**src/rtl/pipe_stage_buf.sv**
```systemverilog
// Pipeline stage buffer with valid/ready handshake, optional skid entry,
// synchronous flush, freeze (hold), bubble zeroing and a saturating stall counter.
module pipe_stage_buf #(
  parameter int unsigned DATA_W      = 70,
  parameter int unsigned SKID        = 1,
  parameter int unsigned ZERO_BUBBLE = 1,
  parameter int unsigned CNT_W       = 16
) (
  input  logic              clk,
  input  logic              rst_n,
  input  logic              flush,
  input  logic              hold,
  input  logic              in_valid,
  input  logic [DATA_W-1:0] in_data,
  output logic              in_ready,
  output logic              out_valid,
  output logic [DATA_W-1:0] out_data,
  input  logic              out_ready,
  output logic [1:0]        occupancy,
  output logic [CNT_W-1:0]  stall_cnt
);

  typedef enum logic [1:0] {EMPTY, ONE, TWO} state_t;

  state_t            state;
  logic [DATA_W-1:0] main_data;
  logic [DATA_W-1:0] skid_data;
  logic              main_valid;
  logic              skid_valid;
  logic              hold_eff;
  logic              accept;
  logic              emit;

  assign main_valid = (state != EMPTY);
  assign skid_valid = (state == TWO);
  // flush outranks hold, so a flushing stage keeps its normal handshake outputs
  assign hold_eff   = hold & ~flush;

  always_comb begin
    in_ready = 1'b0;
    if (SKID != 0) begin
      in_ready = ~skid_valid & ~hold_eff;
    end else begin
      in_ready = (~main_valid | out_ready) & ~hold_eff;
    end
  end

  assign out_valid = main_valid & ~hold_eff;
  assign out_data  = (ZERO_BUBBLE != 0 && !out_valid) ? '0 : main_data;
  assign accept    = in_valid & in_ready;
  assign emit      = out_valid & out_ready;

  always_comb begin
    occupancy = 2'd0;
    case (state)
      ONE:     occupancy = 2'd1;
      TWO:     occupancy = 2'd2;
      default: occupancy = 2'd0;
    endcase
  end

  always_ff @(posedge clk or negedge rst_n) begin
    if (!rst_n) begin
      state     <= EMPTY;
      main_data <= '0;
      skid_data <= '0;
      stall_cnt <= '0;
    end else begin
      if (out_valid && !out_ready && !flush && stall_cnt != '1) begin
        stall_cnt <= stall_cnt + CNT_W'(1);
      end
      // payload registers are cleared too so a flushed stage shows zero data
      // even when bubbles otherwise keep the last value
      if (flush) begin
        state     <= EMPTY;
        main_data <= '0;
        skid_data <= '0;
      end else begin
        case (state)
          EMPTY: begin
            if (accept) begin
              state     <= ONE;
              main_data <= in_data;
            end
          end
          ONE: begin
            if (accept && emit) begin
              main_data <= in_data;
            end else if (accept) begin
              state     <= TWO;
              skid_data <= in_data;
            end else if (emit) begin
              state <= EMPTY;
            end
          end
          TWO: begin
            if (emit) begin
              state     <= ONE;
              main_data <= skid_data;
            end
          end
          default: state <= EMPTY;
        endcase
      end
    end
  end

endmodule

```
**config.mk**
```make
export PLATFORM = sky130hd
export DESIGN_NAME = pipe_stage_buf
export DESIGN_NICKNAME = d
export VERILOG_FILES = /design/src/rtl/pipe_stage_buf.sv
export SDC_FILE = /design/constraint.sdc
export NUM_CORES = 1
export LEC_CHECK = 0
export CAP_MARGIN = 20
export CORE_ASPECT_RATIO = 0.8
export CORE_MARGIN = 4
export CORE_UTILIZATION = 35
export DETAILED_ROUTE_END_ITERATION = 10
export MAX_ROUTING_LAYER = met4
export RECOVER_POWER = 25
export SLEW_MARGIN = 20
export SYNTH_ARGS = -nofsm -noshare
export SYNTH_HDL_FRONTEND = slang
export SYNTH_SLANG_ARGS = --single-unit
export TNS_END_PERCENT = 100
```
**constraint.sdc**
```tcl
create_clock -name clk -period 3.66 [get_ports clk]
set_input_delay 0.366 -clock clk [delete_from_list [all_inputs] [get_ports clk]]
set_output_delay 0.366 -clock clk [all_outputs]
set_load 0.03 [all_outputs]
```
==> results of run 1 <==
==> layer usage <==
metal | global-route usage, % | part of all wire (%) | up-vias
met5 | - | 0 | -
li1 | - | - | 2932
met2 | 25.7 | 45 | 155
met3 | 3.80 | 4.8 | 14
met1 | 25.2 | 49 | 3094
met4 | 3.69 | 1.1 | 0
==> per-stage QoR <==
step | cell area (um2) | util [%]
6_report | 10700 | 47.2
5_1_grt | 10700 | 47.2
4_1_cts | 10700 | 47.2
3_5_place_dp | 10100 | 44.5
3_3_place_gp | 10100 | 44.5
2_1_floorplan | 8210 | -
==> cells in the mapped netlist (2+ instances only) <==
| cell | n | area share [%] |
|---|---|---|
| sky130_fd_sc_hd__dfrtp_1 | 158 | 48 |
| sky130_fd_sc_hd__a21oi_1 | 95 | 5.8 |
| sky130_fd_sc_hd__mux2i_1 | 71 | 8.7 |
| sky130_fd_sc_hd__a311oi_2 | 70 | 13 |
| sky130_fd_sc_hd__and2_1 | 70 | 5.3 |
| sky130_fd_sc_hd__nand2_1 | 70 | 3.2 |
| sky130_fd_sc_hd__a22o_1 | 37 | 3.9 |
| sky130_fd_sc_hd__clkbuf_1 | 31 | 1.4 |
| sky130_fd_sc_hd__buf_2 | 27 | 1.6 |
| sky130_fd_sc_hd__xor2_1 | 13 | 1.4 |
| sky130_fd_sc_hd__a21oi_2 | 10 | 1.1 |
| sky130_fd_sc_hd__buf_6 | 9 | 1.2 |
| sky130_fd_sc_hd__nor3_1 | 7 | 0.43 |
| sky130_fd_sc_hd__nor4_1 | 7 | 0.53 |
| sky130_fd_sc_hd__nor2_1 | 6 | 0.27 |
| sky130_fd_sc_hd__nand3_1 | 5 | 0.30 |
| sky130_fd_sc_hd__nand4_1 | 4 | 0.30 |
| sky130_fd_sc_hd__buf_4 | 3 | 0.27 |
| sky130_fd_sc_hd__inv_1 | 3 | 0.14 |
| sky130_fd_sc_hd__and4_1 | 2 | 0.21 |
| sky130_fd_sc_hd__buf_1 | 2 | 0.092 |
| sky130_fd_sc_hd__buf_8 | 2 | 0.37 |
| sky130_fd_sc_hd__nor2b_1 | 2 | 0.15 |
| sky130_fd_sc_hd__nor3b_1 | 2 | 0.18 |
==> worst paths after layout <==
path,end,slack (ps),cells after the start
max,out_data[17],660,6
min,state[0]$_DFFE_PN0P_,370,2
max reg2reg,main_data[35]$_DFFE_PN0P_,1140,5
min reg2reg,stall_cnt[15]$_DFFE_PN0P_,490,1
max in group asynchronous,skid_data[21]$_DFFE_PN0P_,1250,2
min in group asynchronous,stall_cnt[15]$_DFFE_PN0P_,560,1
==> final cells by class <==
cell class	instances	share of cell area [%]
clock inverter	12	1.71
clock buffer	20	4.16
multi-input combinational	490	36.0
antenna	1	0.0233
tap	306	3.57
timing repair buffer	189	17.5
sequential	158	36.8
inverter	4	0.187
==> flip-flops by register name, summed over array words and instances, names as in the netlist <==
name	cells
stall_cnt	16
main_data	70
skid_data	70
state	2
==> cells by family after synthesis <==
logic type | count (synthesis)
compound gates | 216
simple gates | 186
flops | 158
buf+inv | 78
mux | 73
xor+xnor | 14
fa+ha+maj | 1
==> where the power goes <==
part	switching (mW)	internal [mW]	total [mW]
combinational	0.366	0.269	0.635
sequential	0.0523	1.82	1.87
clock	0.750	1.17	1.92
total	1.17	3.26	4.43
==> results.rst, run 1 <==
.. list-table::
   :header-rows: 1

   * - Metric
     - Value
   * - Outcome
     - finished, violations left
   * - Violated checks
     - capacitance limit, slew limit
   * - Largest net degree at the start of global routing
     - 85
   * - Number of design-rule violations left by the first detailed-router iteration
     - 496
   * - Worst Setup Path Type
     - in -> out
   * - DRC violation count after routing
     - 0
   * - Synth Warn #
     - 0
   * - Number of levels in the clock H-tree
     - 4
   * - CTS Buffer Depth
     - 2
   * - Syn_area_per_cell
     - 11.3 um2
   * - Net count of the mapped netlist
     - 803
   * - Pre-CTS worst setup slack
     - 641 ps
   * - Fin worst setup slack
     - 657 ps
   * - Sequential cell area fraction in the yosys report
     - 48.2%
   * - Number of I/O pins
     - 166
   * - Die height
     - 145 um
   * - Pins Over Slew Limit
     - 85
   * - Average wire per standard cell
     - 18.6 um
   * - Overall routed net length
     - 21900 um
   * - Horizontal die dimension
     - 179 um
   * - Total CTS buffers
     - 17
   * - Max-cap check violation count
     - 1
   * - Hold bufs inserted after CTS
     - 0
   * - LEAKAGE
     - 4.15 nW
   * - Signal arrival time at the worst endpoint
     - 2640 ps
   * - Number of failing setup endpoints in the final timing report
     - 0
   * - Clock latency on the worst-skew pair
     - 430 ps
   * - Detail Route Antenna Nets
     - 0
   * - Routed via count divided by cell count
     - 5.25
   * - Highest ir drop seen on vdd
     - 0.000273 V
   * - Tcrit/Tclk final
     - 82.1%
   * - Max stage delay on crit path
     - 660 ps
   * - Number of distinct library cell variants in the gate-level netlist after synthesis
     - 44
   * - Cell area after synthesis
     - 8210 um2
   * - Largest delay contributor family on the critical path
     - buffers and inverters
   * - Layout fillers
     - 2112
   * - Buffers inserted by post-CTS timing repair
     - 0
   * - Worst-case clock skew
     - 13.6 ps
   * - Share of the synthesized netlist area taken by xor and xnor gates
     - 1.49%
   * - Fraction of registers with async set/reset
     - 100%
   * - Vias
     - 6195
   * - Setup repair after global routing missed its margin
     - no
   * - Dominant combinational cell family by area after synthesis
     - compound AO/OA/AOI/OAI gates
   * - Share of final-layout standard cells stronger than drive strength 1
     - 16.7%
   * - Cells after Synth
     - 726
   * - Number of synthesized register bits
     - 158
   * - Number of cell rows
     - 49
   * - Worst-path clk slew
     - 60 ps
   * - Kind of end point of the critical path
     - output pin
   * - Worst hold path startpoint
     - flush
   * - Ys flop type
     - sky130_fd_sc_hd__dfrtp_1
   * - Normalized max-slew margin
     - -47.7%
   * - Non-Filler Instances
     - 1180
   * - Number of enable-type register cells in the synthesized netlist
     - 0
   * - Startpoint of the worst register-to-register path
     - state[1]$_DFFE_PN0P_
   * - Area occupied by registers
     - 3950 um2
   * - Required arrival time at the worst endpoint
     - 3290 ps
   * - Port Buffers
     - 165
   * - Most frequent standard cell in the layout excluding fill and tap cells
     - sky130_fd_sc_hd__clkdlybuf4s50_1
   * - Most common cell on crit path
     - sky130_fd_sc_hd__clkdlybuf4s50_1
   * - Total Neg Setup Slack
     - 0 ps
   * - Overall overflow remaining after global route
     - 0
   * - Simple-gate portion of the synthesized area
     - 12.0%
   * - Total placed cells including tap cells
     - 1147
   * - Global placer's final weighted congestion
     - 0.753
   * - Initial DRT Pass Iterations
     - 7
   * - Resized Gates After CTS
     - 0
   * - Crit path max-delay cell type
     - sky130_fd_sc_hd__clkdlybuf4s50_1
   * - Count of buffer and inverter cells on the critical path
     - 3
   * - Final net count
     - 937
   * - Via count of the first global-routing pass
     - 6294
   * - Final Total Pwr
     - 4.43 mW
   * - Clk sinks
     - 158
   * - Multi-input combinational cell area
     - 3860 um2
   * - Core area
     - 22700 um2
   * - Maximum fanout along the worst path
     - 31
   * - Area growth from synthesis to layout
     - 30.8%
   * - Starting density of the core
     - 36.1%
   * - Minimum clock period after layout
     - 3000 ps
   * - Die outline area
     - 26000 um2
   * - Worst-Margin Slew
     - 2220 ps
   * - Worst hold-check slack
     - 366 ps
   * - Buffer cell driving the clock tree root
     - sky130_fd_sc_hd__clkbuf_16
   * - Antenna violations before repair
     - 1
   * - Max Fclk
     - 0.333 GHz
   * - Final hold violation count
     - 0
   * - Critical Path Start Type
     - primary input
   * - Synth Area in Adders
     - 0.152%
   * - Clock tree from TritonCTS
     - done
   * - Compound-gate portion of the synthesized area
     - 24.0%
   * - Mux share of post-synthesis cell area
     - 8.93%
   * - CP Cell Sequence
     - clkdlybuf4s50_1 -> nor2b_1 -> nor2_4 -> buf_4 -> and2_1 -> clkdlybuf4s50_1
   * - Power Density
     - 412 nW/um2
   * - Commonest cells after routing, fill and taps aside
     - 163 x sky130_fd_sc_hd__clkdlybuf4s50_1, 158 x sky130_fd_sc_hd__dfrtp_1, 95 x sky130_fd_sc_hd__a21oi_1, 71 x sky130_fd_sc_hd__mux2i_1
   * - Total half-perimeter wirelength after legalization and detailed placement
     - 14100 um
   * - First-pass GRT wire length
     - 35600 um
   * - Critical path startpoint
     - hold
   * - Total routing usage reported by global routing
     - 17.5%
   * - Hold Crit Class
     - in -> reg
(Power assumes the default switching activity.)
==> inputs of run 2 (changes only) <==
clock period = 2.7 ns   (was 3.66 ns; I/O delays follow)
==> results.rst, run 2 (same netlist as run 1, synthesis figures left out) <==
.. list-table::
   :header-rows: 1

   * - Metric
     - Value
   * - Starting density of the core
     - 36.1%
   * - Largest delay contributor family on the critical path
     - simple AND/OR/NAND/NOR gates
   * - CP Cell Sequence
     - nor2_1 -> nor2_4 -> buf_4 -> and2_1 -> buf_12
   * - Max stage delay on crit path
     - 500 ps
   * - Area growth from synthesis to layout
     - 30.5%
   * - Outcome
     - finished, violations left
   * - Worst-Margin Slew
     - 1550 ps
   * - CTS Buffer Depth
     - 2
   * - Tcrit/Tclk final
     - 85.0%
   * - Highest ir drop seen on vdd
     - 0.000282 V
   * - Horizontal die dimension
     - 179 um
   * - Number of cell rows
     - 49
   * - Worst Setup Path Type
     - reg -> out
   * - Met1 capacity usage during global routing
     - 25.4%
   * - LEAKAGE
     - 4.35 nW
   * - Die height
     - 145 um
   * - Worst-path clk slew
     - 60 ps
   * - Via count of the first global-routing pass
     - 6061
   * - Critical Path Start Type
     - flop
   * - Total Neg Setup Slack
     - 0 ps
   * - Crit path max-delay cell type
     - sky130_fd_sc_hd__dfrtp_1
   * - Number of failing setup endpoints in the final timing report
     - 0
   * - Buffer cell driving the clock tree root
     - sky130_fd_sc_hd__clkbuf_16
   * - Most frequent standard cell in the layout excluding fill and tap cells
     - sky130_fd_sc_hd__dfrtp_1
   * - Clock tree from TritonCTS
     - done
   * - Antenna violations before repair
     - 0
   * - Routed via count divided by cell count
     - 5.15
   * - First-pass GRT wire length
     - 35200 um
   * - Power Density
     - 559 nW/um2
   * - Global placer's final weighted congestion
     - 0.747
   * - Cell area after placement
     - 10100 um2
   * - Total routing usage reported by global routing
     - 17.4%
   * - Die outline area
     - 26000 um2
   * - Worst-case clock skew
     - 7.89 ps
   * - Detail Route Antenna Nets
     - 0
   * - Non-Filler Instances
     - 1179
   * - Global routing usage on met2
     - 24.9%
   * - Number of levels in the clock H-tree
     - 4
   * - Biggest registers after layout
     - main_data: 70 flops, skid_data: 70 flops, stall_cnt: 16 flops
   * - Normalized max-slew margin
     - -3.16%
   * - Maximum fanout along the worst path
     - 23
   * - Vias
     - 6075
   * - Layer with the highest usage after global routing
     - met1
   * - Minimum clock period after layout
     - 2290 ps
   * - Count of buffer and inverter cells on the critical path
     - 2
   * - Violated checks
     - capacitance limit, slew limit
   * - Final hold violation count
     - 0
   * - Final Total Pwr
     - 5.99 mW
   * - Commonest cells after routing, fill and taps aside
     - 158 x sky130_fd_sc_hd__dfrtp_1, 95 x sky130_fd_sc_hd__a21oi_1, 92 x sky130_fd_sc_hd__clkdlybuf4s50_1, 77 x sky130_fd_sc_hd__buf_4, 71 x sky130_fd_sc_hd__mux2i_1
   * - Hold Crit Class
     - in -> reg
   * - Inserted Diodes
     - 0
   * - Overall overflow remaining after global route
     - 0
   * - Number of I/O pins
     - 166
   * - Overall routed net length
     - 21800 um
   * - Pins Over Slew Limit
     - 59
   * - Port Buffers
     - 165
   * - Total placed cells including tap cells
     - 1147
   * - Clock latency on the worst-skew pair
     - 420 ps
   * - Share of final-layout standard cells stronger than drive strength 1
     - 25.2%
   * - Signal arrival time at the worst endpoint
     - 2020 ps
   * - Kind of end point of the critical path
     - output pin
   * - Max-cap check violation count
     - 1
   * - Max Fclk
     - 0.436 GHz
   * - Grt met3 use
     - 3.90%
   * - Setup repair after global routing missed its margin
     - no
   * - Required arrival time at the worst endpoint
     - 2430 ps
   * - Largest net degree at the start of global routing
     - 61
   * - Final Cell Area
     - 10700 um2
   * - Final net count
     - 938
   * - Average wire per standard cell
     - 18.5 um
   * - Initial DRT Pass Iterations
     - 5
   * - Total CTS buffers
     - 17
   * - DRC violation count after routing
     - 0
   * - Resized Gates After CTS
     - 0
   * - Core area
     - 22700 um2
   * - Total half-perimeter wirelength after legalization and detailed placement
     - 14000 um
   * - Clk sinks
     - 158
   * - Number of design-rule violations left by the first detailed-router iteration
     - 384
==> run 2: cell count changes in the layout (fill, tap and decap cells not counted), sizes merged <==
cell | before | now
diode | 1 | 0
dlygate4sd3 | 0 | 1
clkdlybuf4s50 | 163 | 92
buf | 23 | 95
clkinv | 4 | 5
clkbuf | 23 | 20
inv | 6 | 7
clkinvlp | 2 | 1
==> run 2: area by class of cell <==
class | instances | area [um2]
Clock inverter | 13 | 186
Multi-Input combinational cell | 490 | 3860
Fill cell | 2084 | 12000
Inverter | 4 | 20.0
Sequential cell | 158 | 3950
Tap cell | 306 | 383
Timing Repair Buffer | 190 | 1870
Clock buffer | 18 | 439
==> run 2: final timing paths <==
| check | start | to | slack (ps) | depth (start not counted) |
|---|---|---|---|---|
| worst max-delay path | state[0]$_DFFE_PN0P_ | out_data[33] | 410 | 5 |
| worst min-delay path | flush | state[0]$_DFFE_PN0P_ | 210 | 2 |
| worst max register to register | state[1]$_DFFE_PN0P_ | main_data[35]$_DFFE_PN0P_ | 710 | 5 |
| worst min register to register | stall_cnt[15]$_DFFE_PN0P_ | stall_cnt[15]$_DFFE_PN0P_ | 490 | 1 |
| max in group asynchronous | rst_n | main_data[22]$_DFFE_PN0P_ | 710 | 3 |
| min in group asynchronous | rst_n | stall_cnt[13]$_DFFE_PN0P_ | 760 | 2 |
==> run 2: stage by stage <==
step                utilization [%]  hold slack, ps  worst slack [ps]
finish                         47.1             214               406
global route                   47.1             222               190
CTS                            47.1             188               342
detailed placement             44.3             279               283
global placement               44.3             286               369
floorplan                         -           -25.6               738
==> run 2: layer usage <==
metal  routed length, um  part of all wire, %
met1               10800                   49
met2                9760                   45
met3                1090                  5.0
met4                 189                 0.87
met5                   0                    0
==> run 2: power breakdown <==
| part | switching (mW) | total [mW] | internal (mW) |
|---|---|---|---|
| Sequential | 0.0673 | 2.54 | 2.47 |
| Combinational | 0.501 | 0.869 | 0.368 |
| Clock | 1.01 | 2.58 | 1.57 |
==> run 2: repair_timing <==
| item | in CTS | in global routing |
|---|---|---|
| hold endpoints to repair | 56 | 0 |
| hold buffers | 1 | 0 |
| setup buffers | 0 | 0 |
